$ cat src/rtl/branch_predictor_btb.sv
// Branch predictor: direct-mapped tagged BTB plus 2-bit counter BHT with bimodal or gshare indexing.
// Fetch lookups give a registered prediction one cycle later; exe retires resolved branches through the update port.
module branch_predictor_btb #(
    parameter int unsigned XLEN     = 32,
    parameter int unsigned ENTRIES  = 64,
    parameter int unsigned TAG_W    = 8,
    parameter int unsigned GHR_W    = 0,
    parameter logic [1:0]  CNT_INIT = 2'b01
) (
    input  logic            i_clk,
    input  logic            i_rst,
    input  logic            i_lk_valid,
    input  logic            i_lk_stall,
    input  logic [XLEN-1:0] i_lk_pc,
    output logic            o_pred_valid,
    output logic            o_pred_hit,
    output logic            o_pred_taken,
    output logic [XLEN-1:0] o_pred_target,
    input  logic            i_upd_valid,
    input  logic [XLEN-1:0] i_upd_pc,
    input  logic            i_upd_taken,
    input  logic            i_upd_jump,
    input  logic [XLEN-1:0] i_upd_target
);

    localparam int unsigned IDX_W  = $clog2(ENTRIES);
    localparam int unsigned TAG_LO = IDX_W + 2;
    localparam int unsigned TAG_HI = TAG_LO + TAG_W - 1;

    logic [ENTRIES-1:0] r_btb_valid;
    logic [TAG_W-1:0]   r_btb_tag [ENTRIES];
    logic [XLEN-1:0]    r_btb_tgt [ENTRIES];
    logic [1:0]         r_cnt     [ENTRIES];

    logic [IDX_W-1:0] w_ghr_x;
    logic [IDX_W-1:0] w_lk_idx;
    logic [IDX_W-1:0] w_lk_bht;
    logic [TAG_W-1:0] w_lk_tag;
    logic [IDX_W-1:0] w_upd_idx;
    logic [IDX_W-1:0] w_upd_bht;
    logic [TAG_W-1:0] w_upd_tag;
    logic             w_lk_hit;
    logic             w_lk_taken;
    logic [1:0]       w_cnt_cur;
    logic [1:0]       w_cnt_nxt;
    logic             w_unused_hi;
    logic             w_unused;

    assign w_lk_idx  = i_lk_pc[IDX_W+1:2];
    assign w_lk_tag  = i_lk_pc[TAG_HI:TAG_LO];
    assign w_lk_bht  = w_lk_idx ^ w_ghr_x;
    assign w_upd_idx = i_upd_pc[IDX_W+1:2];
    assign w_upd_tag = i_upd_pc[TAG_HI:TAG_LO];
    assign w_upd_bht = w_upd_idx ^ w_ghr_x;

    assign w_lk_hit   = r_btb_valid[w_lk_idx] && (r_btb_tag[w_lk_idx] == w_lk_tag);
    assign w_lk_taken = w_lk_hit && r_cnt[w_lk_bht][1];
    assign w_cnt_cur  = r_cnt[w_upd_bht];

    // Global history: retired conditional branches only; folded onto IDX_W bits for indexing.
    generate
        if (GHR_W > 0) begin : g_gshare
            logic [GHR_W-1:0] r_ghr;
            always_ff @(posedge i_clk) begin
                if (i_rst) begin
                    r_ghr <= '0;
                end else if (i_upd_valid && !i_upd_jump) begin
                    r_ghr <= GHR_W'({r_ghr, i_upd_taken});
                end
            end
            if (GHR_W >= IDX_W) begin : g_trunc
                assign w_ghr_x = r_ghr[IDX_W-1:0];
            end else begin : g_ext
                assign w_ghr_x = IDX_W'(r_ghr);
            end
        end else begin : g_bimodal
            assign w_ghr_x = '0;
        end

        if (TAG_HI + 1 < XLEN) begin : g_pc_hi
            assign w_unused_hi = ^i_upd_pc[XLEN-1:TAG_HI+1];
        end else begin : g_pc_full
            assign w_unused_hi = 1'b0;
        end
    endgenerate

    assign w_unused = ^{i_upd_pc[1:0], w_unused_hi};

    // Saturating counter step; jumps force strongly taken.
    always_comb begin
        w_cnt_nxt = w_cnt_cur;
        if (i_upd_jump) begin
            w_cnt_nxt = 2'b11;
        end else if (i_upd_taken) begin
            if (w_cnt_cur != 2'b11) w_cnt_nxt = w_cnt_cur + 2'd1;
        end else begin
            if (w_cnt_cur != 2'b00) w_cnt_nxt = w_cnt_cur - 2'd1;
        end
    end

    // Tables: reads above are combinational on the old contents, so same-cycle lookups are read-first.
    always_ff @(posedge i_clk) begin
        if (i_rst) begin
            r_btb_valid <= '0;
            for (int i = 0; i < ENTRIES; i++) begin
                r_cnt[i] <= CNT_INIT;
            end
        end else if (i_upd_valid) begin
            r_cnt[w_upd_bht] <= w_cnt_nxt;
            if (i_upd_taken) begin
                r_btb_valid[w_upd_idx] <= 1'b1;
                r_btb_tag[w_upd_idx]   <= w_upd_tag;
                r_btb_tgt[w_upd_idx]   <= i_upd_target;
            end
        end
    end

    // Prediction registers: stall holds everything, an idle cycle only drops valid.
    always_ff @(posedge i_clk) begin
        if (i_rst) begin
            o_pred_valid  <= 1'b0;
            o_pred_hit    <= 1'b0;
            o_pred_taken  <= 1'b0;
            o_pred_target <= '0;
        end else if (!i_lk_stall) begin
            if (i_lk_valid) begin
                o_pred_valid  <= 1'b1;
                o_pred_hit    <= w_lk_hit;
                o_pred_taken  <= w_lk_taken;
                o_pred_target <= w_lk_taken ? r_btb_tgt[w_lk_idx] : i_lk_pc + XLEN'(4);
            end else begin
                o_pred_valid  <= 1'b0;
            end
        end
    end

endmodule

$ cat config.mk
export PLATFORM = sky130hd
export DESIGN_NAME = branch_predictor_btb
export DESIGN_NICKNAME = d
export VERILOG_FILES = /design/src/rtl/branch_predictor_btb.sv
export SDC_FILE = /design/constraint.sdc
export NUM_CORES = 2
export LEC_CHECK = 0
export BUFFER_PORTS_ARGS = -buffer_cell sky130_fd_sc_hd__buf_2
export CAP_MARGIN = 20
export CELL_PAD_IN_SITES_DETAIL_PLACEMENT = 0
export CELL_PAD_IN_SITES_GLOBAL_PLACEMENT = 1
export CORE_UTILIZATION = 29
export DETAILED_ROUTE_END_ITERATION = 7
export HOLD_SLACK_MARGIN = 0.06
export PLACE_DENSITY_LB_ADDON = 0.3
export SYNTH_ARGS = -nofsm -noshare
export SYNTH_HDL_FRONTEND = slang
export SYNTH_SLANG_ARGS = --single-unit
$ cat constraint.sdc
create_clock -name i_clk -period 6.4 [get_ports i_clk]
set_clock_uncertainty 0.15 [all_clocks]
set_input_delay 0.64 -clock i_clk [delete_from_list [all_inputs] [get_ports i_clk]]
set_output_delay 0.64 -clock i_clk [all_outputs]
set_load 0.01 [all_outputs]
# After elaboration in Yosys (flattened, before gate mapping)
# Memories as Yosys holds them, arrays and structs flattened.
# Cells that the tools add are included.
# Widths: inputs -> output; s select.
# word_totals
ff_bits,99
mem_bits_rw,2688
in_bits,103
output_inout_bits,35
word_cells,47
n_memories,3
# mem_list
memory,words,width,read_ports,rd_clocked_by_memory_dff,write_ports,line,source
r_btb_tgt,64,32,1,0,1,32,logic [XLEN-1:0] r_btb_tgt [ENTRIES];
r_btb_tag,64,8,1,0,1,31,logic [TAG_W-1:0] r_btb_tag [ENTRIES];
r_cnt,64,2,2,0,64,33,logic [1:0] r_cnt [ENTRIES];
# op_classes
addsub,3
n_lt_le_gt_ge,3
n_eq_ne,2
n_mux,22
bitwise,2
reduce_logical,7
# op_table
operator,n
$or 64x64->64,1
$add 32x3->32 const B,1
$mux 32,1
$lt 6x7->1 const B,2
$mux 1,13
$mux 2,5
$eq 8x8->1,1
$bmux 1 s6,1
$demux 1 s6,1
$ge 6x1->1 const B,1
$mux 6,1
$reduce_and 2->1,2
$logic_and 1x1->1,3
$add 2x1->2 const B,1
$ne 2x2->1 const B,1
$reduce_bool 2->1,1
$reduce_or 2->1,1
$sub 2x1->2 const B,1
$not 1->1,1

# Depth between registers and ports, before layout
# An unclocked memory read counts as a cell.
# logic_depth
word_depth,6
ltp_mapped,16
mapped_depth_nobuf,9

# Least setup slack after synthesis
# OpenSTA, ideal clock, no wires.
# synth_timing
path_type,input-to-reg
from,in i_upd_pc[4]
to,mem r_btb_tag[12][0] (enable)
setup_time_ps,402
t_arrival_ps,3166
t_required_ps,5848
path_slack_ps,2682
path_stages,6
n_path_buf,3
cell_sequence,clkbuf_1 -> nor3b_1 -> clkbuf_1 -> and2_1 -> clkbuf_1 -> and3_1
# synth_rtl
item,line,source
start: declaration,20,"input logic [XLEN-1:0] i_upd_pc,"
end: declaration,31,
# No word-level cell before the write port.

# Final worst setup path
# layout_timing
from,in i_lk_pc[3]
to,reg o_pred_target[30]
# layout_between
elab_chain_len,5
word_cells_on_any_way,10
classes_between,1 x add/sub; 1 x eq/ne; 3 x mux; 2 x reduce/logical; 3 x memory
# layout_rtl
item,line,source
start: declaration,14,"input logic [XLEN-1:0] i_lk_pc,"
$mem_v2 64x8 or $bmux 1 s6 (tied branches),--,
$eq 8x8->1 or $mux 1 (tied branches),56,assign w_lk_hit = r_btb_valid[w_lk_idx] && (r_btb_tag[w_lk_idx] == w_lk_tag);
$logic_and 1x1->1,56,
$logic_and 1x1->1,57,assign w_lk_taken = w_lk_hit && r_cnt[w_lk_bht][1];
$mux 32 *,130,o_pred_target <= w_lk_taken ? r_btb_tgt[w_lk_idx] : i_lk_pc + XLEN'(4);
end signal: assignment,130,
end: declaration,18,"output logic [XLEN-1:0] o_pred_target,"
# Every way passes the cells marked *; elsewhere a longest branch is shown, timed or not. The select of a mux whose other input is x is not followed.
# A chain may end at the register's enable or synchronous reset.

==> results.md <==
* Area growth, synth to finish at 16.2%
* Vias in the first global route at 55100
* R2r setup slk at 1.82 ns
* Total grt overflow at 0
* Period Utilization, post-route at 75.0%
* WL final at 342000 µm
* Cell count after synthesis at 4905
* Gates resized, CTS repair at 0
* Max Cap Viol at 0
* Slew @ Worst Pin at 1.25 ns
* DR vias at 54300
* Max H-tree Level at 5
* Worst R2R Start: r_btb_tag[37][7]
* CTS clock-pin slew for the worst setup and hold paths at 0.06 ns
* Nets@finish at 5336
* Final setup fails at 0
* Longest Clk Path Bufs at 4
* Crit. End Element: flop
* Total die area at 378000 µm²
* Starting DRC count in detailed routing at 6415
* Placed Instance Area at 116000 µm²
* Number of synthesized flops with an enable pin at 2688
* Slew Limit Fails at 0
* Area leader, netlist: edfxtp_1
* Remaining DRCs at 0
* RR Endpoint: o_pred_target[30]
* Fill cell count at 34700
* Startpoint types: input pin
* ANT nets after route at 0
* Synthesized area at 109000 µm²
* Core Area at 373000 µm²
* Final Hold Fails at 0
* Syn_nets at 5009
* Hold WC Path Type: in2reg
* Setup Buffers After CTS at 0
* Leak at 39.4 nW
* Initial core utilization at 29.2%
* Fin Setup TNS at 0 ns
* Avg Cell Area, Syn at 22.2 µm²
* Setup Crit Path Kind: in2reg
* Min Tclk post-route at 4.80 ns
* I/O pin cnt at 138
* Largest net degree at the start of global routing at 135
* Share of cells above drive strength 1 at 30.5%
* PD cells at 311 nW/µm²
* Fmax at 208 MHz
* Final Cell Area at 127000 µm²
* Hold Path Sink: r_btb_tag[31][7]
* Port Buffers at 119
* Critical-path maximum fanout at 78
* Outcome: finished, final reports clean
* CTS tree: built
* Finished Core Util at 34.0%
* Yosys top cell area share at 74.1%
* RSZ-0062 raised after global routing: false
* Sequential area share after synthesis at 75.9%
* Max IR drop VDD at 0.191 mV
* Core Rows at 224
* Clock root cell: clkbuf_16
* Cts hold-fix bufs at 7
* Synth Register Bits at 2787
* Via density at 5.19
* FF/Latch Area at 82700 µm²
* Clock Sinks at 2787
* Reg2reg path depth at 11
* Clock buffer count from CTS at 306
* First-pass iteration count of the detailed router at 5
* Die Ht at 615 µm
* Global-route wire length before repair at 466000 µm
* FFs w/ async S/R, synth at 0%
* Total Routing Usage GR at 17.7%
* Die W at 615 µm
* WHS Path Cells at 1
* WP data required at 7.12 ns
* Post-DR wirelength/cell at 32.7 µm
* Worst skew pair latency at 0.94 ns
* Area of the multi-input gates at 24900 µm²
* Synth top area cells: edfxtp_1, mux4_2, dfxtp_1
* Max-slew headroom at 17.0%
* Distinct cells, synth at 75
* Placer Congestion at 0.801
* Most used DFF post-synth: edfxtp_1
* Antenna violations before repair at 33
* Synth Warn # at 0
* Hold Crit Start: i_upd_pc[15]
* CP arrival at 5.52 ns
* HPWL Detailed at 193000 µm
stage by stage:
step	hold WS [ns]	setup WS, ns	std cells	power (mW)
2_1_floorplan	0.271	2.68	4905	21.6
3_3_place_gp	0.277	0.826	9860	22.4
3_5_place_dp	0.288	0.863	9860	22.4
4_1_cts	0.116	1.84	10400	39.7
5_1_grt	0.114	1.79	10500	40.5
6_report	0.148	1.60	10500	39.4
where the power goes:
part | switching [mW] | leakage (nW) | internal [mW]
clock network | 7.35 | 4.77 | 10.1
registers | 0.0457 | 25.0 | 20.1
logic | 1.18 | 9.71 | 0.741
synthesized netlist by cell type (21+ instances only):
master,n
a22o_1,21
nor2_1,55
buf_6,26
dfxtp_1,99
nand3_1,120
buf_2,107
nand4_1,41
and3_1,71
nand2_1,104
nor3_1,55
buf_1,28
o21ai_0,60
buf_4,35
edfxtp_1,2688
mux2i_1,45
clkbuf_1,138
nand3b_1,27
a211oi_1,21
mux4_2,806
a22oi_1,60
a21o_1,65
worst max-delay path: stages:
cell and delay (ns):
buf_8 0.61, buf_4 0.39, mux4_2 0.52, nor3_1 0.29, nor4_1 0.10, and4_1 0.19
a211oi_1 0.75, buf_4 0.26, nand3b_1 0.15, nor4b_4 0.07, buf_12 0.20, a211oi_1 1.04
or3b_1 0.21
area by class of cell:
cell class,instances,area share (%)
Antenna cell,14,0.0277
Clock buffer,393,6.49
Clock inverter,154,1.24
Inverter,8,0.0336
Multi-Input combinational cell,1773,19.6
Sequential cell,2787,65.3
Tap cell,4972,4.91
Timing Repair Buffer,356,2.38
worst max path at each step:
| stage | start | endpoint | slack (ns) | cells past startpoint |
|---|---|---|---|---|
| floorplan | i_upd_pc[4] | r_btb_tag[12][0] | 2.68 | 6 |
| global placement | i_lk_pc[3] | o_pred_target[30] | 0.83 | 13 |
| detailed placement | i_lk_pc[3] | o_pred_target[30] | 0.86 | 13 |
| CTS | i_lk_pc[3] | o_pred_target[30] | 1.84 | 13 |
| global route | i_lk_pc[3] | o_pred_target[30] | 1.79 | 13 |
| finish | i_lk_pc[3] | o_pred_target[30] | 1.60 | 13 |
flip-flops by register name, indices dropped and copies added, names as in the netlist:
| name | count |
|---|---|
| o_pred_target | 32 |
| r_cnt | 128 |
| r_btb_valid | 64 |
| r_btb_tag | 512 |
| o_pred_hit | 1 |
| r_btb_tgt | 2048 |
| o_pred_taken | 1 |
| o_pred_valid | 1 |
kinds of logic after synthesis:
kind of cell | synth area share, %
AO/OA/AOI/OAI | 2.17
XOR/XNOR | 0.225
adder cells (fa/ha/maj) | 0.0310
buffers and inverters | 1.65
flip-flops | 75.9
multiplexers | 17.4
AND/OR/NAND/NOR | 2.68
per-layer routing:
layer	GRT usage [%]	wire, µm	share of wire, %	vias to the layer above
met3	2.49	18900	5.5	445
met4	5.71	11300	3.3	2
li1	-	-	-	21700
met5	0	17	0.0050	-
met1	23.2	139000	41	30100
met2	30.3	173000	50	2025
layout by cell type (no fill, tap or decap), types with 10 or more instances in the layout:
master         Yosys  layout
nand3b_1          27      27
nor2b_1           11      10
clkbuf_16          0     313
clkbuf_1         138      70
buf_4             35     174
dfxtp_1           99      99
a22o_1            21      21
edfxtp_1        2688    2688
nor2_1            55      54
xnor2_1           13      13
a221oi_1          19      19
clkinv_1           1      55
buf_2            107     115
and3_4             0      64
xor2_1            15      15
clkinv_2           0      44
nand2_1          104     104
bufinv_16          0      23
nand4_1           41      41
mux2_2            10      10
o21ai_0           60      60
nand3_1          120     120
dlygate4sd3_1      0      20
a211oi_1          21      21
a22oi_1           60      60
a21o_1            65      65
buf_12             2      42
nor3_1            55      53
a31oi_1           17      17
a21oi_1           18      18
and2_1            14      14
mux4_2           806     806
diode_2            0      14
mux2i_1           45      45
(Power assumes the default switching activity.)
